**config.mk**
```make
export PLATFORM = sky130hd
export DESIGN_NAME = motor_ctrl
export DESIGN_NICKNAME = d
export VERILOG_FILES = /design/src/rtl/motor_pkg.sv /design/src/rtl/motor_ctrl_wheel.sv /design/src/rtl/motor_ctrl.sv
export SDC_FILE = /design/constraint.sdc
export NUM_CORES = 1
export LEC_CHECK = 0
export ABC_AREA = 1
export CAP_MARGIN = 20
export CORE_UTILIZATION = 25
export DETAILED_ROUTE_END_ITERATION = 16
export PLACE_DENSITY_LB_ADDON = 0.08
export SYNTH_ARGS = -nofsm -noshare
export SYNTH_HDL_FRONTEND = slang
export SYNTH_SLANG_ARGS = --single-unit
```
**constraint.sdc**
```tcl
create_clock -name clk -period 5.8 [get_ports clk]
set_input_delay 1.16 -clock clk [delete_from_list [all_inputs] [get_ports clk]]
set_output_delay 1.16 -clock clk [all_outputs]
set_load 0.02 [all_outputs]
```
**src/rtl/motor_pkg.sv**
```systemverilog
// motor_pkg: mode codes, direction/state types and bridge pin encodings for motor_ctrl
package motor_pkg;
  localparam logic [4:0] MODE_IDLE     = 5'd0;
  localparam logic [4:0] MODE_START    = 5'd1;
  localparam logic [4:0] MODE_COUNT    = 5'd2;
  localparam logic [4:0] MODE_STRAIGHT = 5'd3;
  localparam logic [4:0] MODE_CHOOSE   = 5'd4;
  localparam logic [4:0] MODE_LEFT     = 5'd5;
  localparam logic [4:0] MODE_RIGHT    = 5'd6;
  localparam logic [4:0] MODE_BACK     = 5'd7;
  localparam logic [4:0] MODE_STOP     = 5'd30;
  localparam logic [4:0] MODE_ERROR    = 5'd31;
  typedef enum logic [1:0] {DIR_OFF, DIR_FWD, DIR_REV} dir_t;
  typedef enum logic [1:0] {W_RUN, W_RAMPDN, W_DEAD} wstate_t;
  localparam logic [1:0] IN_COAST = 2'b00;
  localparam logic [1:0] IN_FWD   = 2'b10;
  localparam logic [1:0] IN_REV   = 2'b01;
  localparam logic [1:0] IN_BRAKE = 2'b11;
  function automatic logic [1:0] dir_in(dir_t d);
    return d == DIR_FWD ? IN_FWD : d == DIR_REV ? IN_REV : IN_COAST;
  endfunction
endpackage

```
**src/rtl/motor_ctrl_wheel.sv**
```systemverilog
// wheel_drive: one wheel's ramp/dead-time FSM; MOTOR_BRAKE_EN makes OFF targets brake instantly
module wheel_drive
  import motor_pkg::*;
#(
  parameter int DW          = 10,
  parameter int RAMP_STEP   = 64,
  parameter int DEAD_CYCLES = 50000
) (
  input  logic          clk,
  input  logic          rst_n,
  input  dir_t          i_tgt_dir,
  input  logic [DW-1:0] i_tgt_duty,
  input  logic          i_tick,
  output logic [DW-1:0] o_duty,
  output logic [1:0]    o_in,
  output logic          o_ok
);
  localparam int CW = DEAD_CYCLES > 1 ? $clog2(DEAD_CYCLES) : 1;
  localparam logic [DW-1:0] STEP = DW'(RAMP_STEP);
  localparam logic [CW-1:0] DEAD_LAST = CW'(DEAD_CYCLES - 1);
`ifdef MOTOR_BRAKE_EN
  localparam bit BRAKE = 1'b1;
  localparam logic [1:0] IN_STOP = IN_BRAKE;
`else
  localparam bit BRAKE = 1'b0;
  localparam logic [1:0] IN_STOP = IN_COAST;
`endif
  wstate_t       r_state;
  dir_t          r_dir;
  logic [DW-1:0] r_duty;
  logic [CW-1:0] r_dead;
  logic [1:0]    r_in;
  logic [DW-1:0] w_diff, w_toward, w_down;
  // next duty one ramp step toward the target, and one step toward zero, both clamped
  always_comb begin
    w_diff   = i_tgt_duty > r_duty ? i_tgt_duty - r_duty : r_duty - i_tgt_duty;
    w_toward = i_tgt_duty > r_duty ? r_duty + (w_diff > STEP ? STEP : w_diff)
                                   : r_duty - (w_diff > STEP ? STEP : w_diff);
    w_down   = r_duty - (r_duty > STEP ? STEP : r_duty);
  end
  // wheel FSM: reversals ramp to zero then coast before the new direction is applied
  always_ff @(posedge clk or negedge rst_n) begin
    if (!rst_n) begin
      r_state <= W_RUN;
      r_dir   <= DIR_OFF;
      r_duty  <= '0;
      r_dead  <= '0;
      r_in    <= IN_COAST;
    end else begin
      case (r_state)
        W_RUN:
          if (BRAKE && i_tgt_dir == DIR_OFF) begin
            r_duty <= '0;
            r_dir  <= DIR_OFF;
            r_in   <= IN_STOP;
          end else if (r_dir != DIR_OFF && i_tgt_dir != r_dir) begin
            r_state <= W_RAMPDN;
          end else if (r_dir == DIR_OFF && i_tgt_dir != DIR_OFF) begin
            r_state <= W_DEAD;
            r_dead  <= '0;
            r_duty  <= '0;
            r_in    <= IN_COAST;
          end else if (i_tick) begin
            r_duty <= w_toward;
          end
        W_RAMPDN:
          if (BRAKE && i_tgt_dir == DIR_OFF) begin
            r_state <= W_RUN;
            r_duty  <= '0;
            r_dir   <= DIR_OFF;
            r_in    <= IN_STOP;
          end else if (r_duty == '0) begin
            r_dir   <= DIR_OFF;
            r_dead  <= '0;
            r_state <= i_tgt_dir != DIR_OFF ? W_DEAD : W_RUN;
            r_in    <= i_tgt_dir != DIR_OFF ? IN_COAST : IN_STOP;
          end else if (i_tick) begin
            r_duty <= w_down;
          end
        W_DEAD:
          if (i_tgt_dir == DIR_OFF) begin
            r_state <= W_RUN;
            r_dead  <= '0;
            r_in    <= IN_STOP;
          end else if (r_dead == DEAD_LAST) begin
            r_state <= W_RUN;
            r_dead  <= '0;
            r_dir   <= i_tgt_dir;
            r_in    <= dir_in(i_tgt_dir);
          end else begin
            r_dead <= r_dead + 1'b1;
          end
        default: r_state <= W_RUN;
      endcase
    end
  end
  assign o_duty = r_duty;
  assign o_in   = r_in;
  assign o_ok   = r_state == W_RUN && r_dir == i_tgt_dir && r_duty == i_tgt_duty;
endmodule

```
**src/rtl/motor_ctrl.sv**
```systemverilog
// motor_ctrl: mode-driven dual H-bridge PWM driver with ramp and dead-time; MOTOR_BRAKE_EN enables braking
module motor_ctrl
  import motor_pkg::*;
#(
  parameter int PWM_PERIOD    = 1024,
  parameter int DUTY_FWD      = 768,
  parameter int DUTY_TURN_OUT = 768,
  parameter int DUTY_TURN_IN  = 256,
  parameter int DUTY_BACK     = 512,
  parameter int RAMP_DIV      = 100000,
  parameter int RAMP_STEP     = 64,
  parameter int DEAD_CYCLES   = 50000
) (
  input  logic       clk,
  input  logic       rst_n,
  input  logic [4:0] mode,
  output logic [1:0] pwm,
  output logic [1:0] l_IN,
  output logic [1:0] r_IN,
  output logic       settled
);
  localparam int DW = $clog2(PWM_PERIOD);
  localparam int PW = RAMP_DIV > 1 ? $clog2(RAMP_DIV) : 1;
  localparam logic [PW-1:0] PRE_LAST = PW'(RAMP_DIV - 1);
  localparam logic [DW-1:0] PWM_LAST = DW'(PWM_PERIOD - 1);
  logic [4:0]    r_mode;
  logic [PW-1:0] r_pre;
  logic [DW-1:0] r_pcnt, r_l_app, r_r_app;
  logic [1:0]    r_pwm;
  logic          r_settled;
  dir_t          w_l_dir, w_r_dir;
  logic [DW-1:0] w_l_duty, w_r_duty, w_l_ramp, w_r_ramp;
  logic          w_tick, w_l_ok, w_r_ok;
  // register the navigation state once; targets derive from the registered copy
  always_ff @(posedge clk or negedge rst_n) begin
    if (!rst_n) r_mode <= '0;
    else r_mode <= mode;
  end
  // per-wheel target direction and duty; unknown codes stop both wheels
  always_comb begin
    w_l_dir  = DIR_OFF;
    w_r_dir  = DIR_OFF;
    w_l_duty = '0;
    w_r_duty = '0;
    case (r_mode)
      MODE_STRAIGHT, MODE_CHOOSE: begin
        w_l_dir = DIR_FWD; w_r_dir = DIR_FWD; w_l_duty = DW'(DUTY_FWD); w_r_duty = DW'(DUTY_FWD);
      end
      MODE_LEFT: begin
        w_l_dir = DIR_REV; w_r_dir = DIR_FWD; w_l_duty = DW'(DUTY_TURN_IN); w_r_duty = DW'(DUTY_TURN_OUT);
      end
      MODE_RIGHT: begin
        w_l_dir = DIR_FWD; w_r_dir = DIR_REV; w_l_duty = DW'(DUTY_TURN_OUT); w_r_duty = DW'(DUTY_TURN_IN);
      end
      MODE_BACK: begin
        w_l_dir = DIR_REV; w_r_dir = DIR_REV; w_l_duty = DW'(DUTY_BACK); w_r_duty = DW'(DUTY_BACK);
      end
      default: ;
    endcase
  end
  // free-running ramp prescaler shared by both wheels
  always_ff @(posedge clk or negedge rst_n) begin
    if (!rst_n) r_pre <= '0;
    else r_pre <= w_tick ? '0 : r_pre + 1'b1;
  end
  assign w_tick = r_pre == PRE_LAST;
  wheel_drive #(.DW(DW), .RAMP_STEP(RAMP_STEP), .DEAD_CYCLES(DEAD_CYCLES)) u_left (
    .clk(clk), .rst_n(rst_n), .i_tgt_dir(w_l_dir), .i_tgt_duty(w_l_duty), .i_tick(w_tick),
    .o_duty(w_l_ramp), .o_in(l_IN), .o_ok(w_l_ok)
  );
  wheel_drive #(.DW(DW), .RAMP_STEP(RAMP_STEP), .DEAD_CYCLES(DEAD_CYCLES)) u_right (
    .clk(clk), .rst_n(rst_n), .i_tgt_dir(w_r_dir), .i_tgt_duty(w_r_duty), .i_tick(w_tick),
    .o_duty(w_r_ramp), .o_in(r_IN), .o_ok(w_r_ok)
  );
  // PWM counter; duties are latched only at period end so pulses never glitch
  always_ff @(posedge clk or negedge rst_n) begin
    if (!rst_n) begin
      r_pcnt  <= '0;
      r_l_app <= '0;
      r_r_app <= '0;
      r_pwm   <= 2'b00;
    end else begin
      r_pcnt  <= r_pcnt == PWM_LAST ? '0 : r_pcnt + 1'b1;
      r_l_app <= r_pcnt == PWM_LAST ? w_l_ramp : r_l_app;
      r_r_app <= r_pcnt == PWM_LAST ? w_r_ramp : r_r_app;
      r_pwm   <= {r_pcnt < r_l_app, r_pcnt < r_r_app};
    end
  end
  // both wheels running at their commanded direction and duty
  always_ff @(posedge clk or negedge rst_n) begin
    if (!rst_n) r_settled <= 1'b0;
    else r_settled <= w_l_ok & w_r_ok;
  end
  assign pwm     = r_pwm;
  assign settled = r_settled;
endmodule

```
-- After elaboration in Yosys (flattened, before gate mapping)
Index checks and enable logic that the tools add are counted.
- register bits after elaboration: 119
- input port bits: 7
- output and inout bits: 7
- logic and storage cells: 197
- add/subtract/negate cells: 14
- order comparisons: 8
- eq/ne operators: 43
- multiplexer cells: 74
- bitwise logic cells: 1
- reduce and logical (&&, ||, !) cells: 40
- operators with widths (operator ; number):
    10-bit two-way mux ; 19
    16-bit two-way mux ; 10
    16-bit one-hot mux with 3 select lines ; 2
    10-bit subtractor ; 8
    10-bit one-hot mux with 3 select lines ; 2
    2-bit two-way mux ; 28
    10-bit by 7-bit greater-than comparator with 1-bit output, second input constant ; 4
    10-bit one-hot mux with 2 select lines ; 2
    16-bit by 1-bit adder with 16-bit output, second input constant ; 2
    16-bit equality test, second input constant ; 2
    2-bit one-hot mux with 3 select lines ; 4
    10-bit adder ; 2
    10-bit equality test ; 2
    5-bit by 3-bit equality test with 1-bit output, second input constant ; 4
    10-bit greater-than comparator ; 2
    10-bit logical NOT ; 2
    10-bit less-than comparator ; 2
    5-bit AND reduction ; 4
    17-bit by 1-bit adder with 17-bit output, second input constant ; 1
    17-bit equality test, second input constant ; 1
    17-bit two-way mux ; 1
    2-bit != test, second input constant ; 8
    2-bit one-hot mux with 2 select lines ; 4
    4-bit AND reduction ; 4
    other kinds (19) ; 60

-- Longest topological paths before layout
- word-level depth: 13
- mapped depth: 39
- mapped depth without buffers: 38

-- Modules after synthesis
From an unflattened synthesis, not the netlist that was laid out.
- cells, all modules: 1491
- area total of the unflattened synthesis: 10415.0 sq um
- by module, submodules not included (module ; times used ; cells an instance ; area each (sq um) ; seq. area each (sq um)):
    wheel_drive at u_left ; 1 ; 560 ; 3648.5 ; 800.8
    wheel_drive at u_right ; 1 ; 553 ; 3607.2 ; 800.8
    motor_ctrl ; 1 ; 378 ; 3159.3 ; 1376.3

-- Worst setup path after synthesis
OpenSTA, ideal clock, no wires.
- kind: register to register
- start: register r_mode[3]
- end: register u_left.r_duty[9] (netlist: u_left.o_duty[9])
- library setup time: 0.116 ns
- arrival time: 4.168 ns
- data required time: 5.684 ns
- slack: 1.515 ns
- cell stages (with the launch flop): 34
- path buffers: 1
- clock period less this slack: 4.285 ns
- cell sequence: dfrtp_1 nor2_1 nand2_1 o21ai_0 inv_1 nand2_1 ha_1 a21oi_2 inv_1 nand2_4 buf_6 nand2_1 nand2_2 nand2_2 nor2_4 nand2_2 nand2_8 nand2_1 ha_1 nor2_1 xor2_1 ha_1 a21oi_1 o21ai_0 a21oi_1 nor2_1 o21ai_0 nand2_1 xor2_1 inv_1 nand3_1 nand2_1 nand2_1 nand2_1
- word-level cells in the longest chain between the ends: 13
- elaborated cells between the ends (all ways): 29
- classes of those cells: add/sub: 4; order compare: 2; eq/ne: 8; mux: 9; reduce/logical: 6
- RTL lines (element ; line ; source):
    start: declaration ; motor_ctrl.sv:26 ; logic [4:0] r_mode;
    start signal: assignment ; motor_ctrl.sv:37 ; else r_mode <= mode;
    5-bit by 3-bit equality test with 1-bit output / 5-bit by 2-bit equality test with 1-bit output (equally long branches) ; motor_ctrl.sv:45 ; case (r_mode)
    3-bit OR reduction (no source line) ; n/a ;
    10-bit one-hot mux with 3 select lines ; motor_ctrl.sv:45 ;
    10-bit subtractor / 10-bit greater-than comparator (equally long branches) ; motor_ctrl_wheel.sv:36, motor_ctrl_wheel.sv:37 ;
    10-bit two-way mux ; motor_ctrl_wheel.sv:36 ; w_diff = i_tgt_duty > r_duty ? i_tgt_duty - r_duty : r_duty - i_tgt_duty;
    10-bit by 7-bit greater-than comparator with 1-bit output ; motor_ctrl_wheel.sv:37, motor_ctrl_wheel.sv:38 ;
    10-bit two-way mux ; motor_ctrl_wheel.sv:37, motor_ctrl_wheel.sv:38 ;
    10-bit subtractor / 10-bit adder (equally long branches) ; motor_ctrl_wheel.sv:38, motor_ctrl_wheel.sv:37 ;
    10-bit two-way mux ; motor_ctrl_wheel.sv:37 ; w_toward = i_tgt_duty > r_duty ? r_duty + (w_diff > STEP ? STEP : w_diff)
    10-bit two-way mux ; motor_ctrl_wheel.sv:63 ; end else if (i_tick) begin
    10-bit two-way mux ; motor_ctrl_wheel.sv:58 ; end else if (r_dir == DIR_OFF && i_tgt_dir != DIR_OFF) begin
    10-bit two-way mux ; motor_ctrl_wheel.sv:56 ; end else if (r_dir != DIR_OFF && i_tgt_dir != r_dir) begin
    10-bit one-hot mux with 2 select lines ; motor_ctrl_wheel.sv:50 ; case (r_state)
    end signal: assignment ; motor_ctrl_wheel.sv:64 ; r_duty <= w_toward;
    end signal: assignment ; motor_ctrl_wheel.sv:78 ; r_duty <= w_down;
    end: declaration ; motor_ctrl_wheel.sv:30 ; logic [DW-1:0] r_duty;
Several ways; a longest one is shown, not always the timed one. The select of a mux whose other input is x is not followed.
A chain may end at the register's enable or synchronous reset.

-- Final worst setup path
- start: register r_mode[3]
- end: register u_right.r_duty[9] (netlist: u_right.o_duty[9])
- word-level cells in the longest chain between the ends: 13
- elaborated cells between the ends (all ways): 29
- classes of those cells: add/sub: 4; order compare: 2; eq/ne: 8; mux: 9; reduce/logical: 6
- RTL lines (element ; line):
    5-bit by 3-bit equality test with 1-bit output / 5-bit by 2-bit equality test with 1-bit output (equally long branches) ; motor_ctrl.sv:45
    3-bit OR reduction (no source line) ; n/a
    10-bit one-hot mux with 3 select lines ; motor_ctrl.sv:45
    10-bit subtractor / 10-bit greater-than comparator (equally long branches) ; motor_ctrl_wheel.sv:36, motor_ctrl_wheel.sv:37
    10-bit two-way mux ; motor_ctrl_wheel.sv:36
    10-bit by 7-bit greater-than comparator with 1-bit output ; motor_ctrl_wheel.sv:37, motor_ctrl_wheel.sv:38
    10-bit two-way mux ; motor_ctrl_wheel.sv:37, motor_ctrl_wheel.sv:38
    10-bit subtractor / 10-bit adder (equally long branches) ; motor_ctrl_wheel.sv:38, motor_ctrl_wheel.sv:37
    10-bit two-way mux ; motor_ctrl_wheel.sv:37
    10-bit two-way mux ; motor_ctrl_wheel.sv:63
    10-bit two-way mux ; motor_ctrl_wheel.sv:58
    10-bit two-way mux ; motor_ctrl_wheel.sv:56
    10-bit one-hot mux with 2 select lines ; motor_ctrl_wheel.sv:50
    end signal: assignment ; motor_ctrl_wheel.sv:64
    end signal: assignment ; motor_ctrl_wheel.sv:78
    end: declaration ; motor_ctrl_wheel.sv:30
Several ways; a longest one is shown, not always the timed one. The select of a mux whose other input is x is not followed.

==> flow_summary.json <==
{
  "rsz0062_at_grt": "false",
  "grt_first_pass_wirelength_mm": 38.7,
  "numClockSinks": 119,
  "synth-edff-count": 0,
  "clk-insertion-delay-late_ns": 0.44,
  "postRouteAntennaNets": 0,
  "cts_max_level": 4,
  "end_kind": "flop",
  "fp.dieArea_um2": 34900,
  "slew_viol_final": 0,
  "startpoint_type": "flop",
  "setup_tns_ns": 0,
  "root_buffer": "clkbuf_16",
  "synth_top_area_cell": "dfrtp_1",
  "relSlewSlack_pct": 34.0,
  "reg2reg_depth": 32,
  "die_w_um": 187,
  "drt_iter0_drc": 436,
  "post_cts_resized": 0,
  "synth_top_area_share_pct": 34.9,
  "ys_seq_area_share_pct": 34.9,
  "synth_area_leaders": "dfrtp_1 (35%), nand2_1 (12%), inv_1 (8.6%)",
  "hold_slack_ns": 0.473,
  "core-area_um2": 33600,
  "async_flop_share_pct": 100,
  "place_hpwl_mm": 17.6,
  "finClkSkew_ns": 0.0116,
  "run_status": "complete, no violations",
  "grt-ovfl-total": 0,
  "via_per_inst": 4.38,
  "diodes": 0,
  "holdPathStages": 1,
  "finalCritPeriodShare_pct": 84.7,
  "hold_class": "reg -> reg",
  "critPathMaxFanout": 9,
  "synthMostInstantiatedCell": "nand2_1",
  "peakVddDrop_mv": 0.205,
  "grt_pass1_vias": 7462,
  "synth_area_per_cell_um2": 7.11,
  "hold_viol": 0,
  "hold_buffers": 0,
  "synth-seq-cells": 119,
  "cts_buffers": 17,
  "tightest_slew_ns": 0.986,
  "syn-cell-area_um2": 8540,
  "syn_inst": 1201,
  "area_delta_synth_final_pct": 14.4,
  "setup_viol": 0,
  "r2r_slack_ns": 0.89,
  "drc": 0,
  "fill_cells": 3685,
  "fin_crit_ns": 4.91,
  "cp.arrival_ns": 5.24,
  "drv_cap": 0,
  "ys.flop_type": "dfrtp_1",
  "p_per_area_nw_per_um2": 413,
  "critPathSlowestCell": "dfrtp_1",
  "critPathTopFamily": "simple AND/OR/NAND/NOR gates",
  "grt_max_degree": 78,
  "crit_type": "reg -> reg",
  "postLayoutCellArea_um2": 9770,
  "slowest_delay_ns": 0.35,
  "yosys_warnings": 0,
  "ff_latch_area_um2": 2980,
  "wire_per_inst_um": 13.8,
  "antenna_found_initial": 0,
  "leakagePower_nw": 4.59,
  "path_buf_inv": 6,
  "p_total_mw": 4.04,
  "grtUsageTotal_pct": 14.0,
  "fin_nets": 1284,
  "multiInputGateArea_um2": 4710,
  "via_count": 7377,
  "io-pin-count": 14,
  "cp.depth": 32,
  "crit_required_ns": 6.13,
  "synth_cell_types": 52,
  "portBuffers": 13,
  "finish.utilization_pct": 29.1,
  "cts.path.max_buffers": 2,
  "dr.pass1.iters": 6,
  "wirelength_mm": 23.2,
  "fmax_mhz": 204,
  "clk_pin_slew_ns": 0.06,
  "worst_path_most_repeated_cell": "nand2_1",
  "synth_common_cells": "nand2_1 (264), inv_1 (196), nor2_1 (130), dfrtp_1 (119), o21ai_0 (82)",
  "cts_tree": "done",
  "gp_congestion": 0.793,
  "postCtsSetupRepairBufs": 0,
  "dpl_cell_area_um2": 9180,
  "row_count": 67,
  "die_h_um": 187,
  "initial_core_util_pct": 25.4,
  "layout-drive-gt1-share_pct": 8.50
}
## metrics by stage
step,instances,setup WS (ns)
after floorplan,1203,1.52
after global placement,1652,0.917
after detailed placement,1652,0.845
after CTS,1684,0.828
after global routing,1684,0.245
final,1684,0.889
## layer usage
metal,share of wire [%],wire [um],global-route usage [%],vias to the layer above
met5,0,0,0,-
met4,1.4,324,4.51,0
met3,2.4,555,2.66,19
met2,48,11100,23.5,60
met1,49,11300,18.1,3387
li1,-,-,-,3911
## final cells by class
type / instances / area share, %
clock buffers: 19 / 4.53
clock inverters: 13 / 1.51
inverters: 205 / 7.89
multi-input cells: 863 / 48.2
flip-flops and latches: 119 / 30.5
well taps: 448 / 5.74
repair buffers: 17 / 1.65
## final timing paths
kind,from,end
max in group asynchronous,rst_n,r_mode[2]$_DFF_PN0_
worst min-delay path,r_pre[16]$_DFF_PN0_,r_pre[16]$_DFF_PN0_
min in group asynchronous,rst_n,u_left.r_dead[4]$_DFFE_PN0P_
worst min register to register,r_pre[16]$_DFF_PN0_,r_pre[16]$_DFF_PN0_
worst max-delay path,r_mode[3]$_DFF_PN0_,u_right.o_duty[9]$_DFFE_PN0P_
worst max register to register,r_mode[3]$_DFF_PN0_,u_right.o_duty[9]$_DFFE_PN0P_
## worst register-to-register path: cells and delay by family (launching register included)
kind	cells	cell delay (ns)
simple gates	17	1.86
compound gates	5	0.94
fa+ha+maj	3	0.86
buf+inv	6	0.60
flops	1	0.35
xor+xnor	1	0.19
## logic make-up after synthesis
family	Yosys count	share of synthesized area, %
fa+ha+maj	54	8.09
simple gates	569	29.8
compound gates	201	13.4
flops	119	34.9
xor+xnor	35	3.59
other cells	2	0.0879
buf+inv	221	10.1
## layout by cell type (no fill, tap or decap), drive strengths merged, types with 3 or more instances in the layout
master and n:
ha 52, conb 4, o21a 3, nor3 28, nand4 20, nor4 6, a21oi 79, xnor2 9
o31ai 5, o211ai 3, buf 5, nand2 287, clkinvlp 4, and3 3, nand3 72, o22ai 4
a22oi 4, nor2 150, inv 206, xor2 26, clkinv 6, clkbuf 19, o21ai 86, clkdlybuf4s50 12
dfrtp 119, o21bai 3
## where the power goes
part,internal (mW),total [mW],switching [mW]
Sequential,0.918,1.10,0.180
Clock,0.647,1.09,0.441
Combinational,0.625,1.85,1.23
Total,2.19,4.04,1.85
## state kept, by name (all words and copies together) (netlist names), 5 cells and up
signal / cells
u_left.o_duty: 10
u_left.r_dead: 16
r_pcnt: 10
r_pre: 17
u_right.r_dead: 16
r_r_app: 10
r_mode: 5
u_right.o_duty: 10
r_l_app: 10
(Power assumes the default switching activity.)
